===== config.mk =====
export PLATFORM = sky130hd
export DESIGN_NAME = zxbus_host
export DESIGN_NICKNAME = d
export VERILOG_FILES = /design/src/rtl/zxbus_pkg.sv /design/src/rtl/zxbus_host_cycle.sv /design/src/rtl/zxbus_host.sv
export SDC_FILE = /design/constraint.sdc
export NUM_CORES = 1
export LEC_CHECK = 0
export ABC_AREA = 1
export CORE_MARGIN = 2
export CORE_UTILIZATION = 54
export DETAILED_ROUTE_END_ITERATION = 8
export HOLD_SLACK_MARGIN = 0.03
export PLACE_DENSITY = 0.85
export SLEW_MARGIN = 20
export SYNTH_ARGS = -nofsm -noshare
export SYNTH_HDL_FRONTEND = slang
export SYNTH_SLANG_ARGS = --single-unit

===== constraint.sdc =====
create_clock -name cpu_clock -period 3.3 [get_ports cpu_clock]
set_input_delay 0.33 -clock cpu_clock [delete_from_list [all_inputs] [get_ports cpu_clock]]
set_output_delay 0.33 -clock cpu_clock [all_outputs]
set_load 0.005 [all_outputs]

===== src/rtl/zxbus_pkg.sv =====
// zxbus_pkg: GS port addresses, op/control encodings and FSM state types for the ZX-side host.
package zxbus_pkg;
  localparam logic [7:0] GSDAT = 8'hB3;
  localparam logic [7:0] GSCOM = 8'hBB;
  localparam logic [7:0] GSCTR = 8'h33;
  localparam logic [2:0] RST = 3'b100;
  localparam logic [2:0] NMI = 3'b010;
  localparam logic [2:0] LED = 3'b001;
  typedef enum logic [2:0] {
    OP_WRDAT, OP_WRCMD, OP_RDDAT, OP_RDSTAT, OP_WRCTR, OP_CMDHS, OP_DATHS, OP_RSV
  } op_e;
  typedef enum logic [2:0] {TS_IDLE, TS_T1, TS_T2, TS_TW, TS_T3, TS_T4} tstate_e;
  typedef enum logic [1:0] {OC_IDLE, OC_CYC, OC_EVAL, OC_FIN} opc_e;
endpackage


===== src/rtl/zxbus_host_cycle.sv =====
// zxbus_host_cycle: one Z80 I/O cycle (T1,T2,TW,T3,T4), TSTATE_DIV clocks per T-state.
// ZXBUS_HOST_WAIT_EN: /WAIT sampled on the last clock of TW stretches TW by whole T-states.
import zxbus_pkg::*;
module zxbus_host_cycle #(
  parameter int TSTATE_DIV = 4
) (
  input  logic       cpu_clock,
  input  logic       rst_n,
  input  logic       start,
  input  logic       rd,
  input  logic [7:0] addr,
  input  logic [7:0] data,
  input  logic [7:0] zxd_in,
  input  logic       zxblkiorq_n,
  input  logic       zxwait_n,
  output logic       cyc_done,
  output logic       noack_hit,
  output logic [7:0] rbyte,
  output logic [7:0] zxa,
  output logic [7:0] zxd_out,
  output logic       zxd_oe,
  output logic       zxiorq_n,
  output logic       zxrd_n,
  output logic       zxwr_n
);
  localparam int CW = $clog2(TSTATE_DIV);
  tstate_e st_q, st_d;
  logic [CW-1:0] cnt_q, cnt_d;
  logic rd_q, rd_d;
  logic [7:0] addr_q, addr_d, data_q, data_d, rbyte_q, rbyte_d;
  logic last, load, hold, strobe;
  assign last = cnt_q == CW'(TSTATE_DIV - 1);
`ifdef ZXBUS_HOST_WAIT_EN
  assign hold = !zxwait_n;
`else
  logic unused_wait;
  assign unused_wait = zxwait_n;
  assign hold = 1'b0;
`endif
  assign cyc_done = st_q == TS_T4 && last;
  // a start in the last clock of T4 chains straight into the next T1
  assign load = start && (st_q == TS_IDLE || cyc_done);
  always_comb begin
    st_d = st_q;
    case (st_q)
      TS_IDLE: st_d = start ? TS_T1 : TS_IDLE;
      TS_T1:   st_d = last ? TS_T2 : TS_T1;
      TS_T2:   st_d = last ? TS_TW : TS_T2;
      TS_TW:   st_d = (last && !hold) ? TS_T3 : TS_TW;
      TS_T3:   st_d = last ? TS_T4 : TS_T3;
      TS_T4:   st_d = last ? (start ? TS_T1 : TS_IDLE) : TS_T4;
      default: st_d = TS_IDLE;
    endcase
    cnt_d = (st_q == TS_IDLE || last) ? '0 : cnt_q + 1'b1;
    rd_d = load ? rd : rd_q;
    addr_d = load ? addr : addr_q;
    data_d = (load && !rd) ? data : data_q;
    rbyte_d = (st_q == TS_T3 && last && rd_q) ? zxd_in : rbyte_q;
  end
  always_ff @(posedge cpu_clock or negedge rst_n) begin
    if (!rst_n) begin
      st_q <= TS_IDLE;
      cnt_q <= '0;
      rd_q <= 1'b0;
      addr_q <= 8'h00;
      data_q <= 8'h00;
      rbyte_q <= 8'h00;
    end else begin
      st_q <= st_d;
      cnt_q <= cnt_d;
      rd_q <= rd_d;
      addr_q <= addr_d;
      data_q <= data_d;
      rbyte_q <= rbyte_d;
    end
  end
  assign strobe = st_q inside {TS_T2, TS_TW, TS_T3};
  assign zxiorq_n = !strobe;
  assign zxrd_n = !(strobe && rd_q);
  assign zxwr_n = !(strobe && !rd_q);
  assign zxd_oe = !rd_q && st_q != TS_IDLE;
  assign zxd_out = data_q;
  assign zxa = addr_q;
  assign rbyte = rbyte_q;
  assign noack_hit = st_q == TS_T2 && cnt_q == '0 && zxblkiorq_n;
endmodule


===== src/rtl/zxbus_host.sv =====
// zxbus_host: GS port initiator; decodes ops and runs the command/data status-poll handshakes.
// Optional ZXBUS_HOST_WAIT_EN enables /WAIT stretching in the cycle sequencer.
import zxbus_pkg::*;
module zxbus_host #(
  parameter int          TSTATE_DIV = 4,
  parameter logic [15:0] POLL_MAX   = 16'd1000
) (
  input  logic       cpu_clock,
  input  logic       rst_n,
  input  logic       req,
  input  logic [2:0] op,
  input  logic [7:0] wdata,
  output logic [7:0] rdata,
  output logic       busy,
  output logic       done,
  output logic       timeout,
  output logic       noack,
  output logic [7:0] zxa,
  output logic       zxa14,
  output logic       zxa15,
  output logic       zxiorq_n,
  output logic       zxrd_n,
  output logic       zxwr_n,
  output logic       zxmreq_n,
  output logic [7:0] zxd_out,
  output logic       zxd_oe,
  input  logic [7:0] zxd_in,
  input  logic       zxblkiorq_n,
  input  logic       zxwait_n
);
  opc_e st_q, st_d;
  op_e op_q, op_d, op_i;
  logic [15:0] cnt_q, cnt_d;
  logic to_q, to_d, na_q, na_d;
  logic start, rd, accept, met, cyc_done, noack_hit;
  logic [7:0] addr;
  zxbus_host_cycle #(.TSTATE_DIV(TSTATE_DIV)) u_cycle (
    .cpu_clock(cpu_clock), .rst_n(rst_n), .start(start), .rd(rd), .addr(addr), .data(wdata),
    .zxd_in(zxd_in), .zxblkiorq_n(zxblkiorq_n), .zxwait_n(zxwait_n), .cyc_done(cyc_done),
    .noack_hit(noack_hit), .rbyte(rdata), .zxa(zxa), .zxd_out(zxd_out), .zxd_oe(zxd_oe),
    .zxiorq_n(zxiorq_n), .zxrd_n(zxrd_n), .zxwr_n(zxwr_n)
  );
  assign op_i = op_e'(op);
  assign busy = st_q == OC_CYC || st_q == OC_EVAL;
  assign accept = req && !busy;
  assign met = op_q == OP_CMDHS ? !rdata[0] : rdata[7];
  // cnt_q counts status reads; zero in EVAL means the CMDHS command write just finished
  always_comb begin
    st_d = st_q;
    op_d = op_q;
    cnt_d = cnt_q;
    to_d = 1'b0;
    start = 1'b0;
    rd = 1'b1;
    addr = GSCOM;
    na_d = accept ? 1'b0 : na_q | noack_hit;
    case (st_q)
      OC_CYC: st_d = cyc_done ? OC_FIN : OC_CYC;
      OC_EVAL: begin
        if (cyc_done) begin
          if (cnt_q != '0 && met) begin
            start = op_q == OP_DATHS;
            addr = GSDAT;
            st_d = op_q == OP_DATHS ? OC_CYC : OC_FIN;
          end else if (cnt_q != '0 && cnt_q >= POLL_MAX) begin
            to_d = 1'b1;
            st_d = OC_FIN;
          end else begin
            start = 1'b1;
            cnt_d = cnt_q == 16'hFFFF ? cnt_q : cnt_q + 1'b1;
          end
        end
      end
      default: begin
        st_d = OC_IDLE;
        if (accept) begin
          op_d = op_i;
          cnt_d = op_i == OP_DATHS ? 16'd1 : 16'd0;
          start = op_i != OP_RSV;
          rd = op_i inside {OP_RDDAT, OP_RDSTAT, OP_DATHS};
          addr = op_i inside {OP_WRDAT, OP_RDDAT} ? GSDAT : op_i == OP_WRCTR ? GSCTR : GSCOM;
          st_d = op_i == OP_RSV ? OC_FIN : op_i inside {OP_CMDHS, OP_DATHS} ? OC_EVAL : OC_CYC;
        end
      end
    endcase
  end
  always_ff @(posedge cpu_clock or negedge rst_n) begin
    if (!rst_n) begin
      st_q <= OC_IDLE;
      op_q <= OP_WRDAT;
      cnt_q <= 16'd0;
      to_q <= 1'b0;
      na_q <= 1'b0;
    end else begin
      st_q <= st_d;
      op_q <= op_d;
      cnt_q <= cnt_d;
      to_q <= to_d;
      na_q <= na_d;
    end
  end
  assign done = st_q == OC_FIN;
  assign timeout = to_q;
  assign noack = na_q;
  assign zxa14 = 1'b1;
  assign zxa15 = 1'b1;
  assign zxmreq_n = 1'b1;
endmodule


==> run_results.csv <==
group,metric,value,unit
cells_and_area,filler_cell_count,380,
route,drt_first_pass_iters,4,
global_route,vias_in_the_first_global_route,2012,
yosys,postSynthRegisterBits,48,
pwr,power.share.combinational,37.2,%
critical_path,end_kind,"output pin",
pwr,p_int,0.00125,W
pwr,total_switching_power,0.000703,W
pwr,swShare,36.1,%
route,viasPerCell,5.02,
clock_tree,cts_buffers,5,
cells_and_area,stdcell_count,425,
global_route,grt_overflow_total,0,
yosys,syn-instance-count,320,
global_route,grt_antenna_before_repair,0,
pwr,post-layout-total-power,0.00195,W
clock_tree,ctsHtreeMaxLevel,2,
route,drt_wl_total,5250,µm
clock_tree,cts.repair.resized,0,
pwr,clock_power_share,17.1,%
worst_hold_path,hold_class,"input pin to asynchronous set/reset pin",
place,numPortBuffers,52,
cells_and_area,layout_commonest_cell,"sky130_fd_sc_hd__nand2_1",
floorplanning,cell_rows,25,
route,avgRoutedWirePerCell,12.4,µm
cells_and_area,sequential_cell_area,0.00120,mm²
cells_and_area,most-common-layout-cells,"sky130_fd_sc_hd__nand2_1 (80), sky130_fd_sc_hd__clkdlybuf4s50_1 (51), sky130_fd_sc_hd__dfrtp_1 (48), sky130_fd_sc_hd__inv_1 (44), sky130_fd_sc_hd__nor2_1 (42)",
sta,tightest_slew,0.587,ns
pwr,p_per_area,612,mW/mm²
yosys,yosys_warnings,0,
floorplanning,dieArea,0.00541,mm²
place,placedCellCount,418,
clock_tree,cts_sinks,48,
route,detail_route.drc_violations,0,
critical_path,cp_data_required_time,2.97,ns
place,dp.final_hpwl,3960,µm
critical_path,critPathLaunchType,"flip-flop",
floorplanning,initial_utilization,55.6,%
clock_tree,cts_max_path_buffers,2,
sta,grt_setup_unrepaired,"false",
pwr,total_leakage_power,1.53,nW
pwr,worst_ir_drop_vdd,368,µV
cells_and_area,syn_to_final_growth,22.1,%
clock_tree,cts.hold.buffers_added,0,
pwr,power_frac_seq,45.7,%
yosys,postSynth.asyncResetShare,100,%
place,dpl_worst_slack,1.21,ns
cells_and_area,multi_input_gate_area,0.00114,mm²
yosys,netlist.area_leader.share,46.0,%
critical_path,critPathKind,"flip-flop to output pin",
place,place.gp.congestion,0.838,
yosys,post_synth_num_cell_types,34,
sta,final_slew_viol_count,0,
sta,fmax,457,MHz
sta,finalHoldViolCount,0,
route,dr_vias,2134,
global_route,wire_length_of_the_first_global_routing_pass,8800,µm
route,dr.first_iter.drc_count,128,
critical_path,critical_path.max_fanout,5,
sta,finalSetupViolCount,0,
global_route,maximum_number_of_pins_on_one_net_before_global_route_repair,49,
yosys,synth.top_cells.by_area,"sky130_fd_sc_hd__dfrtp_1 (46%), sky130_fd_sc_hd__nand2_1 (12%), sky130_fd_sc_hd__inv_1 (6.3%)",
floorplanning,design.core.area,0.00469,mm²
cells_and_area,layout-drive-gt1-share,9.16,%
sta,finalClockSkew,0.00590,ns
sta,fin_crit,2.19,ns
floorplanning,chipWidth,73.5,µm
sta,post-route-worst-setup-slack,1.11,ns
yosys,synth-edff-count,0,
clock_tree,postCtsSetupBuffers,0,
clock_tree,cts_tree,"yes",
clock_tree,cts-root-buf,"sky130_fd_sc_hd__clkbuf_8",
sta,rel_slew_slack,60.9,%
route,antenna_violating_nets_post_route,0,
critical_path,timing.critical_path.arrival,1.86,ns
yosys,yosysSeqAreaShare,46.0,%
floorplanning,die_h,73.5,µm
outcome,status,"complete, no violations",
yosys,synth.largest_area_cell,"sky130_fd_sc_hd__dfrtp_1",
floorplanning,io_pins,59,
global_route,track_usage,20.9,%
sta,fin_crit_sh,66.4,%
cells_and_area,n_antenna_cell,0,
critical_path,setup.reg_to_reg.worst_slack,1.18,ns
sta,timing.setup.tns,0,ns
clock_tree,cts.reportedPaths.clkPinSlew,0.08,ns
run,cap_viol_max_count,0,
clock_tree,skew_pair_late_insertion_delay,0.30,ns
yosys,synthesis.area_per_instance,8.16,µm²
cells_and_area,design.final.nets,402,
yosys,synth_top_flop_cell,"sky130_fd_sc_hd__dfrtp_1",
yosys,syn-cell-area,0.00261,mm²
-- logic make-up (layout without fill, tap and decap cells) --
| kind of cell | after synthesis | after routing | synth area share, % |
|---|---|---|---|
| AO/OA/AOI/OAI | 27 | 27 | 6.52 |
| XOR/XNOR | 6 | 6 | 2.01 |
| adder cells (fa/ha/maj) | 7 | 7 | 3.36 |
| buffers and inverters | 58 | 106 | 10.6 |
| flip-flops | 48 | 48 | 46.0 |
| multiplexers | 7 | 7 | 3.02 |
| other | 2 | 5 | 0.288 |
| AND/OR/NAND/NOR | 165 | 165 | 28.1 |
-- worst max-delay path, stage by stage (launching register included) --
cell and delay (ns):
sky130_fd_sc_hd__dfrtp_1 0.44, sky130_fd_sc_hd__nor2_1 0.11, sky130_fd_sc_hd__inv_1 0.07, sky130_fd_sc_hd__nor2_1 0.16, sky130_fd_sc_hd__nor2_1 0.08, sky130_fd_sc_hd__or2_2 0.27
sky130_fd_sc_hd__clkdlybuf4s50_1 0.44
-- through the flow --
step / hold slack, ns / util [%] / cell area (µm²)
2_1_floorplan: 0.0344 / - / 2620
3_3_place_gp: 0.444 / 66.2 / 3110
3_5_place_dp: 0.465 / 66.2 / 3110
4_1_cts: 0.253 / 67.9 / 3190
5_1_grt: 0.0813 / 67.9 / 3190
6_report: 0.0305 / 67.9 / 3190
-- per-layer routing --
layer | global-route usage [%] | up-vias | share of wire [%]
met5 | 0 | - | 0
met4 | 7.88 | 0 | 0.95
li1 | - | 1098 | -
met3 | 4.66 | 4 | 4.5
met2 | 32.6 | 51 | 49
met1 | 28.6 | 981 | 45
-- Yosys cell counts (2+ instances only) --
cell type and instances:
sky130_fd_sc_hd__mux2_2 7, sky130_fd_sc_hd__nand4_1 11, sky130_fd_sc_hd__o21ai_2 3, sky130_fd_sc_hd__inv_1 44
sky130_fd_sc_hd__nand2_1 80, sky130_fd_sc_hd__ha_1 7, sky130_fd_sc_hd__xor2_1 6, sky130_fd_sc_hd__nor2_1 42
sky130_fd_sc_hd__nor3_1 5, sky130_fd_sc_hd__buf_4 8, sky130_fd_sc_hd__nand3_1 13, sky130_fd_sc_hd__nand2_4 2
sky130_fd_sc_hd__o21ai_0 12, sky130_fd_sc_hd__a21oi_1 4, sky130_fd_sc_hd__dfrtp_1 48, sky130_fd_sc_hd__conb_1 2
sky130_fd_sc_hd__nand2_2 7, sky130_fd_sc_hd__o21ai_1 3
-- registers in the layout, summed over array words and instances, names as in the netlist, 2 cells and up --
name / flops
cnt_q: 16
u_cycle.cnt_q: 2
u_cycle.zxa: 3
u_cycle.rbyte: 8
st_q: 2
u_cycle.st_q: 3
u_cycle.zxd_out: 8
op_q: 3
-- power by group through the flow --
stage	Sequential, W	Clock, W	Combinational, W
after CTS	0.000891	0.000337	0.000733
final	0.000892	0.000333	0.000725
after global routing	0.000913	0.000364	0.000821
after floorplan	0.000879	0	0.000422
after detailed placement	0.000900	0	0.000731
after global placement	0.000890	0	0.000701
-- cell type report --
cell class,instances,share of cell area [%]
flip-flops and latches,48,37.7
clock inverters,1,0.157
inverters,47,5.69
repair buffers,52,16.2
well taps,54,2.12
clock buffers,6,2.28
multi-input cells,217,35.8
-- final timing paths --
path / start / to / cells past startpoint
max: u_cycle.st_q[0] / zxwr_n / 6
min: rst_n / cnt_q[3] / 1
max reg2reg: st_q[0] / u_cycle.zxd_out[5] / 9
min reg2reg: u_cycle.cnt_q[0] / u_cycle.cnt_q[0] / 1
max in group asynchronous: rst_n / u_cycle.st_q[1] / 1
min in group cpu_clock: u_cycle.cnt_q[0] / u_cycle.cnt_q[0] / 1
(Power assumes the default switching activity.)
